File: src/rtl/md_rx_arbiter.sv
// md_rx_arbiter: round-robin share of the aligner MD RX port among
// NUM_REQ masters; a grant is held for one whole valid/ready transfer.
//
// Ports:
//   clk, reset          clock, synchronous active-high reset
//   req_valid/data/     packed per-requester MD request (slice i = req i)
//     offset/size
//   req_ready/req_err   per-requester response, only the owner sees it
//   md_rx_*             muxed MD channel to/from the aligner
//   grant               one-hot owner, 0 when idle
//   proto_err           sticky: owner dropped valid before ready
//   grant_cnt, cnt_clr  per-requester completion counters (16b each)
//
// Build option: define MD_ARB_STATS_EN to implement grant_cnt.
// Without it grant_cnt is 0 and cnt_clr is ignored.

module md_rx_arbiter #(
  parameter int NUM_REQ         = 4,
  parameter int ALGN_DATA_WIDTH = 32,
  localparam int OFFW  = $clog2(ALGN_DATA_WIDTH/8),
  localparam int SIZEW = $clog2(ALGN_DATA_WIDTH/8) + 1
) (
  input  logic                         clk,
  input  logic                         reset,
  input  logic [NUM_REQ-1:0]           req_valid,
  input  logic [NUM_REQ*ALGN_DATA_WIDTH-1:0] req_data,
  input  logic [NUM_REQ*OFFW-1:0]      req_offset,
  input  logic [NUM_REQ*SIZEW-1:0]     req_size,
  output logic [NUM_REQ-1:0]           req_ready,
  output logic [NUM_REQ-1:0]           req_err,
  output logic                         md_rx_valid,
  output logic [ALGN_DATA_WIDTH-1:0]   md_rx_data,
  output logic [OFFW-1:0]              md_rx_offset,
  output logic [SIZEW-1:0]             md_rx_size,
  input  logic                         md_rx_ready,
  input  logic                         md_rx_err,
  output logic [NUM_REQ-1:0]           grant,
  output logic                         proto_err,
  output logic [NUM_REQ*16-1:0]        grant_cnt,
  input  logic                         cnt_clr
);

  localparam int IW = $clog2(NUM_REQ);

  typedef enum logic [0:0] {
    IDLE = 1'b0,
    BUSY = 1'b1
  } state_t;

  state_t          state, state_n;
  logic [IW-1:0]   gidx, gidx_n;
  logic [IW-1:0]   rr_ptr, rr_n;
  logic            perr_q, perr_n;
  logic            xfer_done;

  // First valid requester at or after ptr, wrapping.
  function automatic logic [IW-1:0] rr_pick(
    input logic [NUM_REQ-1:0] v,
    input logic [IW-1:0]      ptr
  );
    logic [IW-1:0] sel;
    logic          hit;
    int            idx;
    sel = ptr;
    hit = 1'b0;
    for (int k = 0; k < NUM_REQ; k++) begin
      idx = (int'(ptr) + k) % NUM_REQ;
      if (!hit && v[idx]) begin
        sel = IW'(idx);
        hit = 1'b1;
      end
    end
    return sel;
  endfunction

  function automatic logic [IW-1:0] rr_next(
    input logic [IW-1:0] g
  );
    return (int'(g) == NUM_REQ - 1) ? '0 : g + 1'b1;
  endfunction

  always_ff @(posedge clk) begin
    if (reset) begin
      state  <= IDLE;
      gidx   <= '0;
      rr_ptr <= '0;
      perr_q <= 1'b0;
    end else begin
      state  <= state_n;
      gidx   <= gidx_n;
      rr_ptr <= rr_n;
      perr_q <= perr_n;
    end
  end

  // Outputs are forced low while reset is high so an in-flight
  // grant disappears immediately rather than at the next edge.
  always_comb begin
    state_n      = state;
    gidx_n       = gidx;
    rr_n         = rr_ptr;
    perr_n       = perr_q;
    md_rx_valid  = 1'b0;
    md_rx_data   = '0;
    md_rx_offset = '0;
    md_rx_size   = '0;
    req_ready    = '0;
    req_err      = '0;
    grant        = '0;
    xfer_done    = 1'b0;
    if (!reset) begin
      unique case (state)
        IDLE: begin
          if (|req_valid) begin
            gidx_n  = rr_pick(req_valid, rr_ptr);
            state_n = BUSY;
          end
        end
        BUSY: begin
          md_rx_valid  = req_valid[gidx];
          md_rx_data   = req_data[int'(gidx)*ALGN_DATA_WIDTH +: ALGN_DATA_WIDTH];
          md_rx_offset = req_offset[int'(gidx)*OFFW +: OFFW];
          md_rx_size   = req_size[int'(gidx)*SIZEW +: SIZEW];
          req_ready[gidx] = md_rx_ready;
          req_err[gidx]   = md_rx_err & md_rx_ready;
          grant[gidx]     = 1'b1;
          if (!req_valid[gidx]) begin
            perr_n  = 1'b1;
            state_n = IDLE;
            rr_n    = rr_next(gidx);
          end else if (md_rx_ready) begin
            // Owner is still valid here, so re-arbitration always
            // finds someone; it wins again only if it is alone.
            xfer_done = 1'b1;
            rr_n      = rr_next(gidx);
            gidx_n    = rr_pick(req_valid, rr_n);
          end
        end
        default: ;
      endcase
    end
  end

  assign proto_err = perr_q & ~reset;

`ifdef MD_ARB_STATS_EN
  logic [NUM_REQ-1:0][15:0] cnt_q;

  always_ff @(posedge clk) begin
    if (reset || cnt_clr) begin
      cnt_q <= '0;
    end else if (xfer_done && cnt_q[gidx] != 16'hFFFF) begin
      cnt_q[gidx] <= cnt_q[gidx] + 16'd1;
    end
  end

  assign grant_cnt = reset ? '0 : cnt_q;
`else
  logic unused_stats;
  assign unused_stats = cnt_clr ^ xfer_done;
  assign grant_cnt    = '0;
`endif

endmodule

File: config.mk
export PLATFORM = sky130hd
export DESIGN_NAME = md_rx_arbiter
export DESIGN_NICKNAME = d
export VERILOG_FILES = /design/src/rtl/md_rx_arbiter.sv
export SDC_FILE = /design/constraint.sdc
export NUM_CORES = 1
export LEC_CHECK = 0
export CORE_AREA = 2 2 105 107
export CTS_BUF_LIST = sky130_fd_sc_hd__clkbuf_16
export DETAILED_ROUTE_END_ITERATION = 8
export DIE_AREA = 0 0 107 109
export PLACE_DENSITY = 0.67
export RECOVER_POWER = 25
export SLEW_MARGIN = 20
export SYNTH_ARGS = -nofsm -noshare
export SYNTH_HDL_FRONTEND = slang
export SYNTH_SLANG_ARGS = --single-unit
File: constraint.sdc
create_clock -name clk -period 5.47 [get_ports clk]
set_input_delay 1.094 -clock clk [delete_from_list [all_inputs] [get_ports clk]]
set_output_delay 1.094 -clock clk [all_outputs]
set_load 0.05 [all_outputs]
# Word-level counts from Yosys, hierarchy flattened
# Cells that the tools add are included.
# word_totals
out_inout_bits	115
wordCells	149
in_bits	157
register_bits	6
# op_classes
n_eq_ne	5
reduce_logical	23
shift	3
n_mul	1
bitwise_logic	13
addsub	7
magnitude_cmp	10
muxes	83
# op_table
operator	n
indexed part select 128 x 8 -> 32 bit	1
two-way mux 32 bit	2
two-way mux 1 bit	47
two-way mux 2 bit	14
less-than comparator 3 x 4 -> 1 bit, second input constant	6
two-way mux 4 bit	6
binary-select mux 1 bit (select 2 bit)	9
OR reduction 2 bit	6
indexed part select 12 x 5 -> 3 bit	1
less-than comparator 2 x 3 -> 1 bit, second input constant	3
adder 2 bit, second input constant	4
bitwise AND 4 bit	2
indexed part select 8 x 4 -> 2 bit	1
logical AND 1 bit	7
adder 2 x 1 -> 2 bit, second input constant	3
bitwise AND 1 bit, first input constant	6
zero test 1 bit	6
two-way mux 3 bit	2
!= test 2 bit, second input constant	3
multiplier 2 x 2 -> 4 bit, second input constant	1
case mux 2 bit (2 select lines)	1
AND reduction 2 bit	2
OR reduction 4 bit	1
NOT 1 bit	3
7 further kinds	8

# Logic depth before layout (Yosys ltp)
# depth
ltp_word	29
depth_mapped	8

# Worst setup path after synthesis
# OpenSTA, ideal clock, no wires.
# synth_timing
kind	input -> output
startpoint	input reset
endpoint	output req_err[2]
slack_ns	2.034
arrival_ns	2.342
path_buffers	1
stages	4
cell_sequence	nor2b_1 clkbuf_1 nand2_1 nor2_1
# synth_between
elab_chain_len	1
# synth_rtl
element	line	text
start, declared	24	input logic reset,
two-way mux 4 bit	111	if (!reset) begin
end, declared	30	output logic [NUM_REQ-1:0] req_err,
# Every way passes these cells.

# Worst setup path after layout
# Same ends and word-level chain as after synthesis.

==> summary.txt <==
Run status
  – Status: finished, final reports clean

Timing
  – Fmax achieved: 231 MHz
  – Slew HR: 0.282
  – Hold slack: ~0.56 ns
  – Final Hold Vio Count: 0
  – Period minus WS final: 4.33 ns
  – RSZ-0062 raised after global routing: no
  – # setup viols final: 0
  – Period utilisation layout: 0.791
  – TNS Setup: 0 ns
  – Final Max Tran Viols: 0
  – Slew @ Worst Pin: roughly 1.1 ns
  – Final setup skew: 0.00172 ns

Critical path
  – Crit path DAT: roughly 3.2 ns
  – CP max FO: 24
  – Startpoint type of the worst setup path: primary input
  – Slowest CP cell: clkdlybuf4s50_1
  – Reg-to-reg slack, setup: just over 3 ns
  – CP required: between 4 and 5 ns
  – Most frequent cell on the critical path: clkdlybuf4s50_1
  – Crit end category: primary output
  – Crit-path cells: clkdlybuf4s50_1 > nor2b_2 > buf_4 > nand2_1 > nor2_1 > clkdlybuf4s50_1
  – Crit-path max cell delay: 0.82 ns
  – Worst Path Class, Setup: in -> out

CTS
  – # H-tree levels: 1
  – CTS tree: built
  – Root buf cell: clkbuf_16
  – Postcts setup bufs: 0
  – CTS Buf Count: 3
  – Gates resized, CTS repair: 0
  – Clk buf depth: 2
  – Clk slew on worst S/H paths: 0.03 ns
  – # hold bufs at CTS: 0
  – Clk_lat worst skew: 0.23 ns
  – Clock Sinks: 6

Synthesis
  – Synthesized instance count: 235
  – Top cell type's share of synthesized area: 0.384
  – Synth Area in Compound Gates: 0.0720
  – Cell area after synthesis: 2230 sq um
  – Top-count cell post-synth: buf_4
  – Number of synthesized flops with an enable pin: 0
  – Syn. warnings: 0
  – XOR/XNOR share of the synthesized area: 0
  – Top cells by area, synth: mux4_2, buf_4, and2_1
  – Largest family of logic cells by synthesized area: multiplexers
  – Sequential element share of the synthesized area: 0.0540
  – Synth Area in Adders: 0.0225
  – Main synth FF type: dfxtp_1
  – Leading area contributor after synthesis: mux4_2
  – Post-synthesis cell type count: 37
  – Most frequent cells after synthesis: buf_4, and2_1, mux4_2, nor2_1
  – Synth Area in Simple Gates: 0.189
  – Post-synthesis average cell area: 9.47 sq um
  – Post-synthesis async set-or-reset flop share: 0
  – Post-synthesis mux area share: 0.399
  – Post-synthesis register bit count: 6

Detailed routing
  – DR WL/cell: 15.3 microns
  – Vias/cell: roughly 4.3
  – Vias: 2426
  – Met2 wire length: 4.67 mm
  – Highest routed layer: met4
  – Routed wire length: 8.72 mm
  – First-pass DRT Iterations: 4
  – Met1 Wirelength: 3.31 mm
  – Post-route antenna net violation count: 0
  – Drt drc: 0
  – Met3 routed WL: 620 microns
  – Detailed router's first-iteration violation count: 78

Run
  – MaxCap Viol Count: 0

Pwr
  – Flop pwr share: 0.119
  – Switching share of power: 0.454
  – Combinational Power Share: 0.719
  – Leak: 1.66 nW
  – PwrDens: between 150 and 200 nW/um^2
  – Internal power: 0.000405 W
  – Total chip power: 0.000743 W
  – Clock power share: 0.161
  – P_sw: 0.000338 W
  – Worst vdd ir: ~0.15 mV

GRT
  – Initial antenna violation count: 0
  – Largest net degree at the start of global routing: 44
  – Vias in the first global route: between 2k and 2.5k
  – Total Routing Usage GR: 0.135
  – First-pass GRT wire length: 12.5 mm
  – GRT overflow: 0

Placed design
  – Routability Congestion: 0.801
  – Dpl hpwl: 7.32 mm
  – I/O Buffers: 206
  – Area post-placement: 4180 sq um

Final layout
  – Layout cell share with drive strength beyond 1: 0.114
  – Area Overhead vs Synth: 90.8%
  – Fin area: 4250 sq um
  – Nets: 593
  – Diodes inserted: 0

Die
  – Chip width: 107 microns
  – Core area: between 10000 and 15000 sq um
  – Ports: between 200 and 300
  – Initial Utilization: 0.210
  – FP Rows: 38
  – DIE AREA: about 12000 sq um
  – Die Ht: 109 microns

Min path
  – Worst Hold Class: reg -> reg
## worst paths after layout
kind | depth (start not counted) | start | end
min reg2reg | 2 | rr_ptr[0] | rr_ptr[0]
max reg2reg | 6 | gidx[1] | gidx[1]
max | 6 | reset | req_err[2]
min | 2 | rr_ptr[0] | rr_ptr[0]
## critical path, delay by kind of cell
| family | cells | cell delay, ns |
|---|---|---|
| buffers and inverters | 3 | 1.64 |
| and+or+nand+nor | 3 | 0.50 |
## final cells by class
type	instances	area, sq um
clock buffers	3	75.1
flip-flops and latches	6	123
multi-input cells	205	1750
inverters	7	26.3
fillers	1036	6350
repair buffers	209	2100
well taps	140	175
## sequential cells by signal, indices dropped and copies added (netlist names)
register	flops
perr_q	1
state	1
rr_ptr	2
gidx	2
## per-stage QoR
step                      utilization  instances  setup slack [ns]
after floorplan                     -        298              2.03
after CTS                       0.401        570              1.14
after detailed placement        0.394        567              1.14
final                           0.401        570              1.14
after global routing            0.401        570              1.04
after global placement          0.394        567              1.15
## per-layer routing
layer	up-vias	track usage
met3	6	0.0245
met2	127	0.260
met5	-	0
met4	0	0.0269
met1	1184	0.156
li1	1109	-
## power by group through the flow
stage,Combinational [W],Clock [W],Sequential (W)
finish,0.000534,0.000120,0.0000887
global route,0.000563,0.000125,0.0000940
CTS,0.000540,0.000122,0.0000898
detailed placement,0.000538,0,0.0000904
global placement,0.000533,0,0.0000900
floorplan,0.000416,0,0.0000552
## cell families (layout without fill, tap and decap cells)
family	count (synthesis)	after routing
other	1	64
DFF	6	6
AOI/OAI and AO/OA	20	20
adders and majority gates	4	4
and+or+nand+nor	76	76
buffers and inverters	87	219
muxes	41	41
## cell usage in the layout, fill, tap and decap left out, types with 2 or more instances in the layout
master,n
a211o_1,2
a21o_1,2
a21oi_1,2
and2_1,38
and3b_1,2
buf_4,2
clkbuf_16,3
clkdlybuf4s50_1,197
conb_1,64
dfxtp_1,4
dfxtp_2,2
dlygate4sd3_1,9
ha_1,4
inv_1,7
mux2i_1,2
mux4_2,38
nand2_1,7
nor2_1,18
nor2b_1,4
nor3_1,2
o21a_1,2
o21ai_0,2
No activity file was read; power rests on OpenSTA's default activity.
